File: config.mk
export PLATFORM = sky130hd
export DESIGN_NAME = clk_disp_scan
export DESIGN_NICKNAME = d
export VERILOG_FILES = /design/src/rtl/clk_disp_scan.sv
export SDC_FILE = /design/constraint.sdc
export NUM_CORES = 1
export LEC_CHECK = 0
export CAP_MARGIN = 20
export CORE_MARGIN = 1.5
export CORE_UTILIZATION = 50
export CTS_CLUSTER_DIAMETER = 200
export CTS_CLUSTER_SIZE = 12
export DETAILED_ROUTE_END_ITERATION = 10
export DONT_BUFFER_PORTS = 1
export SYNTH_ARGS = -nofsm -noshare
export SYNTH_HDL_FRONTEND = slang
export SYNTH_SLANG_ARGS = --single-unit
export TNS_END_PERCENT = 50
File: constraint.sdc
create_clock -name CLK -period 3.4 [get_ports CLK]
set_clock_uncertainty 0.1 [all_clocks]
set_input_delay 0.51 -clock CLK [delete_from_list [all_inputs] [get_ports CLK]]
set_output_delay 0.51 -clock CLK [all_outputs]
set_load 0.05 [all_outputs]
File: src/rtl/clk_disp_scan.sv
// Reads binary hrs/mins once per display frame, converts them to BCD with a sequential
// double-dabble FSM, and scans the four digits onto a multiplexed 7-segment display.
module clk_disp_scan #(
  parameter int REFRESH_DIV  = 50000,
  parameter bit COMMON_ANODE = 1'b1
) (
  input  logic       CLK,
  input  logic       rst_n,
  input  logic [7:0] hrs,
  input  logic [7:0] mins,
  input  logic       colon_en,
  input  logic       blank,
  output logic [6:0] seg,
  output logic       dp,
  output logic [3:0] an
);

  localparam int              CNT_W   = $clog2(REFRESH_DIV);
  localparam logic [CNT_W-1:0] CNT_MAX = CNT_W'(REFRESH_DIV - 1);
  localparam logic [6:0]      SEG_POL = COMMON_ANODE ? 7'h00 : 7'h7F;
  localparam logic [3:0]      AN_POL  = COMMON_ANODE ? 4'h0 : 4'hF;
  localparam logic            DP_POL  = COMMON_ANODE ? 1'b0 : 1'b1;
  localparam logic [3:0]      DASH    = 4'hF;

  typedef enum logic [1:0] {
    ST_IDLE  = 2'd0,
    ST_LOAD  = 2'd1,
    ST_SHIFT = 2'd2,
    ST_DONE  = 2'd3
  } state_t;

  // Active-low segment pattern; any non-decimal code (the DASH marker) lights g only.
  function automatic logic [6:0] seg_code(input logic [3:0] d);
    logic [6:0] s;
    case (d)
      4'd0:    s = 7'b1000000;
      4'd1:    s = 7'b1111001;
      4'd2:    s = 7'b0100100;
      4'd3:    s = 7'b0110000;
      4'd4:    s = 7'b0011001;
      4'd5:    s = 7'b0010010;
      4'd6:    s = 7'b0000010;
      4'd7:    s = 7'b1111000;
      4'd8:    s = 7'b0000000;
      4'd9:    s = 7'b0010000;
      default: s = 7'b0111111;
    endcase
    return s;
  endfunction

  function automatic logic [3:0] adj(input logic [3:0] n);
    return (n >= 4'd5) ? (n + 4'd3) : n;
  endfunction

  // One double-dabble iteration on {hundreds, tens, ones, binary}.
  function automatic logic [19:0] dabble_step(input logic [19:0] v);
    logic [19:0] t;
    t = {adj(v[19:16]), adj(v[15:12]), adj(v[11:8]), v[7:0]};
    return {t[18:0], 1'b0};
  endfunction

  logic [CNT_W-1:0] cnt_r;
  logic [1:0]       idx_r;
  logic             first_r;
  state_t           state_r, state_nx_s;
  logic [2:0]       bit_cnt_r;
  logic [19:0]      hrs_sh_r, mins_sh_r;
  logic [3:0][3:0]  digit_r;
  logic [6:0]       seg_r;
  logic             dp_r;
  logic [3:0]       an_r;
  logic             wrap_s, frame_start_s, hrs_over_s, mins_over_s;

  assign wrap_s        = (cnt_r == CNT_MAX);
  assign frame_start_s = first_r | (wrap_s & (idx_r == 2'd3));
  assign hrs_over_s    = (hrs_sh_r[19:16] != 4'd0);
  assign mins_over_s   = (mins_sh_r[19:16] != 4'd0);

  // Refresh counter, digit index and the post-reset frame-start flag.
  always_ff @(posedge CLK or negedge rst_n) begin
    if (!rst_n) begin
      cnt_r   <= '0;
      idx_r   <= 2'd0;
      first_r <= 1'b1;
    end else begin
      first_r <= 1'b0;
      if (wrap_s) begin
        cnt_r <= '0;
        idx_r <= idx_r + 2'd1;
      end else begin
        cnt_r <= cnt_r + CNT_W'(1);
      end
    end
  end

  // FSM state register.
  always_ff @(posedge CLK or negedge rst_n) begin
    if (!rst_n) state_r <= ST_IDLE;
    else        state_r <= state_nx_s;
  end

  // FSM next-state logic.
  always_comb begin
    state_nx_s = state_r;
    case (state_r)
      ST_IDLE:  state_nx_s = frame_start_s ? ST_LOAD : ST_IDLE;
      ST_LOAD:  state_nx_s = ST_SHIFT;
      ST_SHIFT: state_nx_s = (bit_cnt_r == 3'd7) ? ST_DONE : ST_SHIFT;
      ST_DONE:  state_nx_s = ST_IDLE;
      default:  state_nx_s = ST_IDLE;
    endcase
  end

  // Conversion datapath; digit registers change only in DONE so a frame is never torn.
  always_ff @(posedge CLK or negedge rst_n) begin
    if (!rst_n) begin
      bit_cnt_r <= 3'd0;
      hrs_sh_r  <= 20'd0;
      mins_sh_r <= 20'd0;
      digit_r   <= '0;
    end else begin
      case (state_r)
        ST_LOAD: begin
          hrs_sh_r  <= {12'd0, hrs};
          mins_sh_r <= {12'd0, mins};
          bit_cnt_r <= 3'd0;
        end
        ST_SHIFT: begin
          hrs_sh_r  <= dabble_step(hrs_sh_r);
          mins_sh_r <= dabble_step(mins_sh_r);
          bit_cnt_r <= bit_cnt_r + 3'd1;
        end
        ST_DONE: begin
          digit_r[0] <= mins_over_s ? DASH : mins_sh_r[11:8];
          digit_r[1] <= mins_over_s ? DASH : mins_sh_r[15:12];
          digit_r[2] <= hrs_over_s  ? DASH : hrs_sh_r[11:8];
          digit_r[3] <= hrs_over_s  ? DASH : hrs_sh_r[15:12];
        end
        default: begin
          bit_cnt_r <= bit_cnt_r;
        end
      endcase
    end
  end

  // Registered display drive, one cycle behind the digit index.
  always_ff @(posedge CLK or negedge rst_n) begin
    if (!rst_n) begin
      seg_r <= 7'h7F ^ SEG_POL;
      an_r  <= 4'hF ^ AN_POL;
      dp_r  <= 1'b1 ^ DP_POL;
    end else begin
      seg_r <= seg_code(digit_r[idx_r]) ^ SEG_POL;
      an_r  <= (blank ? 4'hF : ~(4'b0001 << idx_r)) ^ AN_POL;
      dp_r  <= ((idx_r == 2'd2) && colon_en ? 1'b0 : 1'b1) ^ DP_POL;
    end
  end

  assign seg = seg_r;
  assign an  = an_r;
  assign dp  = dp_r;

endmodule

==> impl_metrics.py, run 1 <==
metrics = {
    "outcome": {
        "status": "finished clean",
    },
    "place": {
        "place_area_um2": 4581,
        "numPortBuffers": 0,
        "place_congestion": 0.7894,
        "dp_cells": 507,
        "dp_hpwl_mm": 5.095,
    },
    "drt": {
        "via_per_inst": 5.560,
        "routedWlPerCell_um": 14.65,
        "drtIter0Drc": 101,
        "totalWireLength_mm": 7.689,
        "vias": 2919,
        "drtPass1Iterations": 5,
        "ant_nets": 0,
        "drc": 0,
    },
    "critical_path": {
        "reg2reg_depth": 4,
        "required_ps": 3540,
        "r2r-start": "state_r[1]",
        "path_class": "reg2reg",
        "cp.arrival_ps": 2420,
        "end_kind": "flip-flop",
        "rr_endpoint": "mins_sh_r[12]",
        "r2r_slack_ps": 1120,
        "cp_max_fo": 34,
        "crit_path_start_kind": "flip-flop",
    },
    "layout": {
        "design_area_um2": 4836,
        "syn_to_final_growth_pct": 7.540,
        "antennaDiodeCount": 0,
        "final_net_count": 461,
        "finalNonFillerCells": 525,
        "drive_above_1_share_pct": 11.27,
    },
    "timing": {
        "rsz0062_at_grt": "false",
        "hold_violations": 0,
        "finalCritPeriodShare_pct": 67.10,
        "maxSlewViolCount": 0,
        "maxSlewHeadroom_pct": 47.94,
        "fmax_mhz": 438.3,
        "setup_violations": 0,
        "worst_pin_slew_ps": 775.1,
        "final.setup.tns_ps": 0,
        "fin_crit_ps": 2281,
        "whs_ps": 99.99,
    },
    "global_route": {
        "antenna_found_initial": 0,
        "grt_pass1_vias": 2979,
        "grt_max_degree": 93,
        "grt_pass1_wl_mm": 13.86,
        "grt_overflow": 0,
        "grt_usage_pct": 17.71,
    },
    "clocking": {
        "cts_tree": "yes",
        "htreeDepth": 3,
        "cts-buffers-inserted": 9,
        "clockBufferDepth": 2,
        "cts_root_buffer": "clkbuf_8",
        "insertion_delay_ps": 350,
        "clk_pin_slew_ps": 80,
        "cts.sinks": 92,
    },
    "yosys": {
        "async_reset_ff_share_pct": 100.0,
        "syn-cell-area_um2": 4497,
        "synth_edf_count": 0,
        "ys_top_cells_by_area": "dfrtp_1 44%, ha_1 8.1%, dfstp_2 7.6%",
        "yosysUniqueCellTypes": 44,
        "ys_seq_elements": 92,
        "syn_nets": 461,
        "ys_warn_count": 0,
        "synth-main-ff-cell": "dfrtp_1",
        "synth_top_area_share_pct": 43.96,
        "ys_seq_area_share_pct": 51.56,
        "postSynthAreaPerCell_um2": 10.91,
        "synth_top_cell_by_area": "dfrtp_1",
        "postSynthCellCount": 412,
    },
    "power": {
        "p_leak_uw": 0.002076,
        "p_sw_share_pct": 37.30,
        "p_per_area_nw_per_um2": 794.0,
        "clkPwrFrac_pct": 20.6,
        "p_int_uw": 2408,
        "power.share.combinational_pct": 33.4,
        "ir_drop_uv": 423.0,
        "p_total_uw": 3840,
        "seqPwrFrac_pct": 45.9,
        "netSwitchingPower_uw": 1432,
    },
    "worst_hold_path": {
        "hold_end": "dp",
        "hold_path.class": "in2reg",
        "worstHoldStart": "colon_en",
        "whs_path_depth": 1,
    },
    "floorplan": {
        "start_util_pct": 51.56,
        "die_h_um": 97.84,
        "die_w_um": 97.84,
        "rows": 34,
        "die-area_um2": 9572,
        "io_pins": 32,
        "coreArea_um2": 8721,
    },
    "run": {
        "drv_cap": 0,
    },
}
[registers in the layout (all words and copies together), names as in the netlist]
register	count
state_r	2
digit_r	16
seg	7
idx_r	2
bit_cnt_r	3
mins_sh_r	20
dp	1
cnt_r	16
hrs_sh_r	20
an	4
first_r	1
[stage by stage]
| stage | util (%) | setup WS [ps] |
|---|---|---|
| final | 55.45 | 1119 |
| after global routing | 55.45 | 892.4 |
| after CTS | 55.45 | 1062 |
| after detailed placement | 52.53 | 1059 |
| after global placement | 52.53 | 1153 |
| after floorplan | - | 1653 |
[logic make-up after synthesis]
kind of cell | synth area share, %
mux | 6.845
other cells | 0.08339
simple gates | 10.99
fa+ha+maj | 8.069
xor+xnor | 4.480
compound gates | 12.94
buf+inv | 5.036
flops | 51.56
[layer usage]
metal / global-route usage [%] / up-vias / routed length [um] / share of wire, %
met3: 3.579 / 9 / 254 / 3.3
met5: 0 / - / 0 / 0
met1: 24.34 / 1430 / 3796 / 49
li1: - / 1433 / - / -
met4: 5.934 / 0 / 102 / 1.3
met2: 28.22 / 47 / 3537 / 46
[power by group through the flow]
| stage | Sequential [uW] | Clock (uW) | Combinational [uW] |
|---|---|---|---|
| floorplan | 1720 | 0 | 1060 |
| global placement | 1770 | 0 | 1250 |
| detailed placement | 1790 | 0 | 1270 |
| CTS | 1760 | 823 | 1310 |
| global route | 1800 | 861 | 1480 |
| finish | 1760 | 792 | 1280 |
[how the worst max path moves through the flow]
stage / depth (start not counted) / to / startpoint
2_1_floorplan: 5 / seg[3] / idx_r[0]
3_3_place_gp: 4 / hrs_sh_r[12] / state_r[1]
3_5_place_dp: 4 / mins_sh_r[16] / state_r[1]
4_1_cts: 4 / mins_sh_r[12] / state_r[1]
5_1_grt: 4 / hrs_sh_r[12] / state_r[1]
6_report: 4 / mins_sh_r[12] / state_r[1]
[worst max-delay path, stage by stage (launching register included)]
cell and delay, ps:
dfrtp_1 380, inv_1 60, ha_2 690, nand2_1 540, o32ai_1 400
[cells in the mapped netlist, types with 2 or more instances]
library cell	count
nand4_1	6
dfrtp_1	79
nand2b_1	10
mux4_2	4
nand3_1	10
mux2_2	6
nor2_1	29
inv_1	40
nor4_1	2
buf_6	2
xnor2_1	18
nor3_1	9
nand2_1	11
o21ai_1	3
a21oi_1	26
and3_1	5
or3_1	3
o22ai_1	13
o32ai_1	4
xor2_1	5
o22a_1	16
dfstp_2	13
o21ai_0	21
clkbuf_1	12
ha_1	29
o311ai_0	2
nand3b_1	3
mux2i_1	15
[cells in the final DEF (no fill, tap or decap), types with 2 or more instances in the layout]
cell and n:
clkbuf_8 10, nor3_1 9, o22a_1 16, and3_1 5, buf_4 3, nand4_1 6, mux4_2 4, bufinv_16 2
clkbuf_1 2, o311ai_0 2, o22ai_1 13, nor4_1 2, mux2i_1 15, or3_1 3, dfrtp_1 79, nand2b_1 10
xor2_1 5, xnor2_1 18, a21oi_1 26, o21ai_1 3, inv_1 40, nand3_1 10, nand2_1 11, dfstp_2 13
nand3b_1 3, nor2_1 29, o21ai_0 21, ha_1 28, mux2_2 6, o32ai_1 4
[layout make-up]
class / instances / area (um2)
fill: 755 / 3885
tap: 108 / 135.1
clock inverter: 4 / 72.57
inverter: 40 / 150.1
timing repair buffer: 5 / 60.06
multi-input combinational: 264 / 1954
clock buffer: 12 / 145.1
sequential: 92 / 2318
[repair_timing]
item / in CTS / in global routing
resized for setup: 0 / 0
buffers inserted: 0 / 0
hold endpoints to repair: 92 / 0
hold buffers: 2 / 0
Power figures use the tool's default switching activity.
==> run 2: changes to the inputs <==
PLACE_DENSITY = 0.68   (was not set)
clock period = 1.85 ns   (was 3.4 ns; I/O delays follow)
==> impl_metrics.py, run 2 (same netlist as run 1, synthesis figures left out) <==
metrics = {
    "clocking": {
        "clk_pin_slew_ps": 90,
        "insertion_delay_ps": 350,
        "cts.sinks": 92,
        "cts-buffers-inserted": 9,
        "cts_tree": "yes",
        "cts_root_buffer": "clkbuf_8",
        "htreeDepth": 3,
        "cts_setup_buffers": 0,
        "clockBufferDepth": 2,
        "cts_hold_buf": 4,
    },
    "place": {
        "dp_hpwl_mm": 5.605,
        "place_congestion": 0.8479,
        "numPortBuffers": 0,
        "place_ws_ps": -42.49,
    },
    "critical_path": {
        "timing.critical_path.from": "cnt_r[11]",
        "crit_path_start_kind": "flip-flop",
        "crit_end": "state_r[0]",
        "r2r_slack_ps": 80,
        "rr_endpoint": "state_r[0]",
        "reg2reg_depth": 4,
        "required_ps": 2030,
        "path_class": "reg2reg",
        "cp.arrival_ps": 1950,
        "r2r-start": "cnt_r[11]",
        "end_kind": "flip-flop",
        "cp_max_fo": 3,
    },
    "floorplan": {
        "io_pins": 32,
        "rows": 34,
        "die_w_um": 97.84,
        "start_util_pct": 51.56,
        "die_h_um": 97.84,
        "coreArea_um2": 8721,
        "die-area_um2": 9572,
    },
    "drt": {
        "routedWlPerCell_um": 14.76,
        "drtIter0Drc": 83,
        "drc": 0,
        "vias": 3025,
        "drtPass1Iterations": 4,
        "totalWireLength_mm": 8.088,
        "via_per_inst": 5.520,
        "ant_nets": 0,
    },
    "timing": {
        "whs_ps": -488.3,
        "hold_violations": 92,
        "maxSlewViolCount": 0,
        "final.setup.worst_slack_ps": 77.31,
        "fmax_mhz": 564.1,
        "rsz0062_at_grt": "true",
        "fin_crit_ps": 1773,
        "setup_violations": 0,
        "finalCritPeriodShare_pct": 95.82,
    },
    "outcome": {
        "violations": "negative hold slack",
        "status": "finished, violations left",
    },
    "power": {
        "p_leak_uw": 0.002175,
        "p_per_area_nw_per_um2": 1417,
        "ir_drop_uv": 815.2,
    },
    "global_route": {
        "antenna_found_initial": 0,
        "grt_max_degree": 93,
        "grt_usage_pct": 18.35,
        "grt_overflow": 0,
        "grt_pass1_wl_mm": 14.23,
        "grt_pass1_vias": 3066,
    },
    "layout": {
        "final_cell_mix": "78 x dfrtp_1, 39 x inv_1, 29 x nor2_1",
        "fillers": 723,
        "antennaDiodeCount": 0,
        "drive_above_1_share_pct": 16.59,
        "top_regs": "hrs_sh_r (20), mins_sh_r (20)",
        "syn_to_final_growth_pct": 11.21,
        "final_net_count": 484,
        "final_core_util_pct": 57.35,
        "layout.cells.most_common": "dfrtp_1",
    },
    "run": {
        "drv_cap": 0,
    },
    "worst_hold_path": {
        "hold_path.class": "in2async",
    },
}
run 2: cell count changes in the layout (fill, tap and decap cells not counted), sizes merged:
cell | previous run | this run
bufinv | 2 | 0
dlygate4sd3 | 1 | 4
clkinvlp | 1 | 0
buf | 4 | 24
clkinv | 1 | 4
run 2: report_power, final:
part | internal, uW | switching (uW) | leakage (uW)
Clock | 559 | 677 | 0.0000961
Combinational | 1210 | 1400 | 0.000940
Sequential | 2640 | 603 | 0.00114
Total | 4400 | 2680 | 0.00218
run 2: worst max-delay path: stages (launching register included):
cell	delay [ps]
dfrtp_1	400
or4b_1	550
nor4_4	310
nand2_1	160
a31oi_1	180
run 2: what timing repair did:
action,in CTS,in global routing
endpoints found under the hold margin,99,92
pin swaps,0,1
resized for setup,1,5
setup endpoints to repair,2,7
run 2: area by class of cell:
class                   instances  area [um2]  area share, %
flip-flops and latches         92        2320          46.38
multi-input cells             264        1968          39.35
repair buffers                 28       249.0          4.979
clock buffers                  12       155.1          3.102
inverters                      40       150.1          3.002
well taps                     108       135.1          2.702
clock inverters                 4       23.77         0.4754
run 2: routing by layer:
layer	wire length (um)	part of all wire, %	global-route usage (%)	up-vias
met5	0	0	0	-
met4	109	1.3	5.275	0
met3	260	3.2	5.225	11
met2	3857	48	29.97	48
met1	3861	48	23.98	1481
li1	-	-	-	1485
run 2: how the worst min path moves through the flow:
stage          cells after the start      endpoint  slack (ps)
2_1_floorplan                      0  bit_cnt_r[0]        -120
3_3_place_gp                       0     cnt_r[12]        -120
3_5_place_dp                       0     cnt_r[12]        -120
4_1_cts                            0  mins_sh_r[8]        -510
5_1_grt                            0     cnt_r[12]        -520
6_report                           0     cnt_r[12]        -490
run 2: metrics by stage:
| stage | setup TNS, ps | cells | hold slack [ps] | instance area, um2 | power (uW) |
|---|---|---|---|---|---|
| CTS | 0 | 548 | -508.9 | 4984 | 7140 |
| global placement | 0 | 528 | -115.4 | 4763 | 5756 |
| floorplan | 0 | 412 | -118.1 | 4497 | 5105 |
| detailed placement | -58.14 | 528 | -115.9 | 4763 | 5882 |
| global route | -21.46 | 548 | -521.0 | 5001 | 7596 |
| finish | 0 | 548 | -488.3 | 5001 | 7084 |
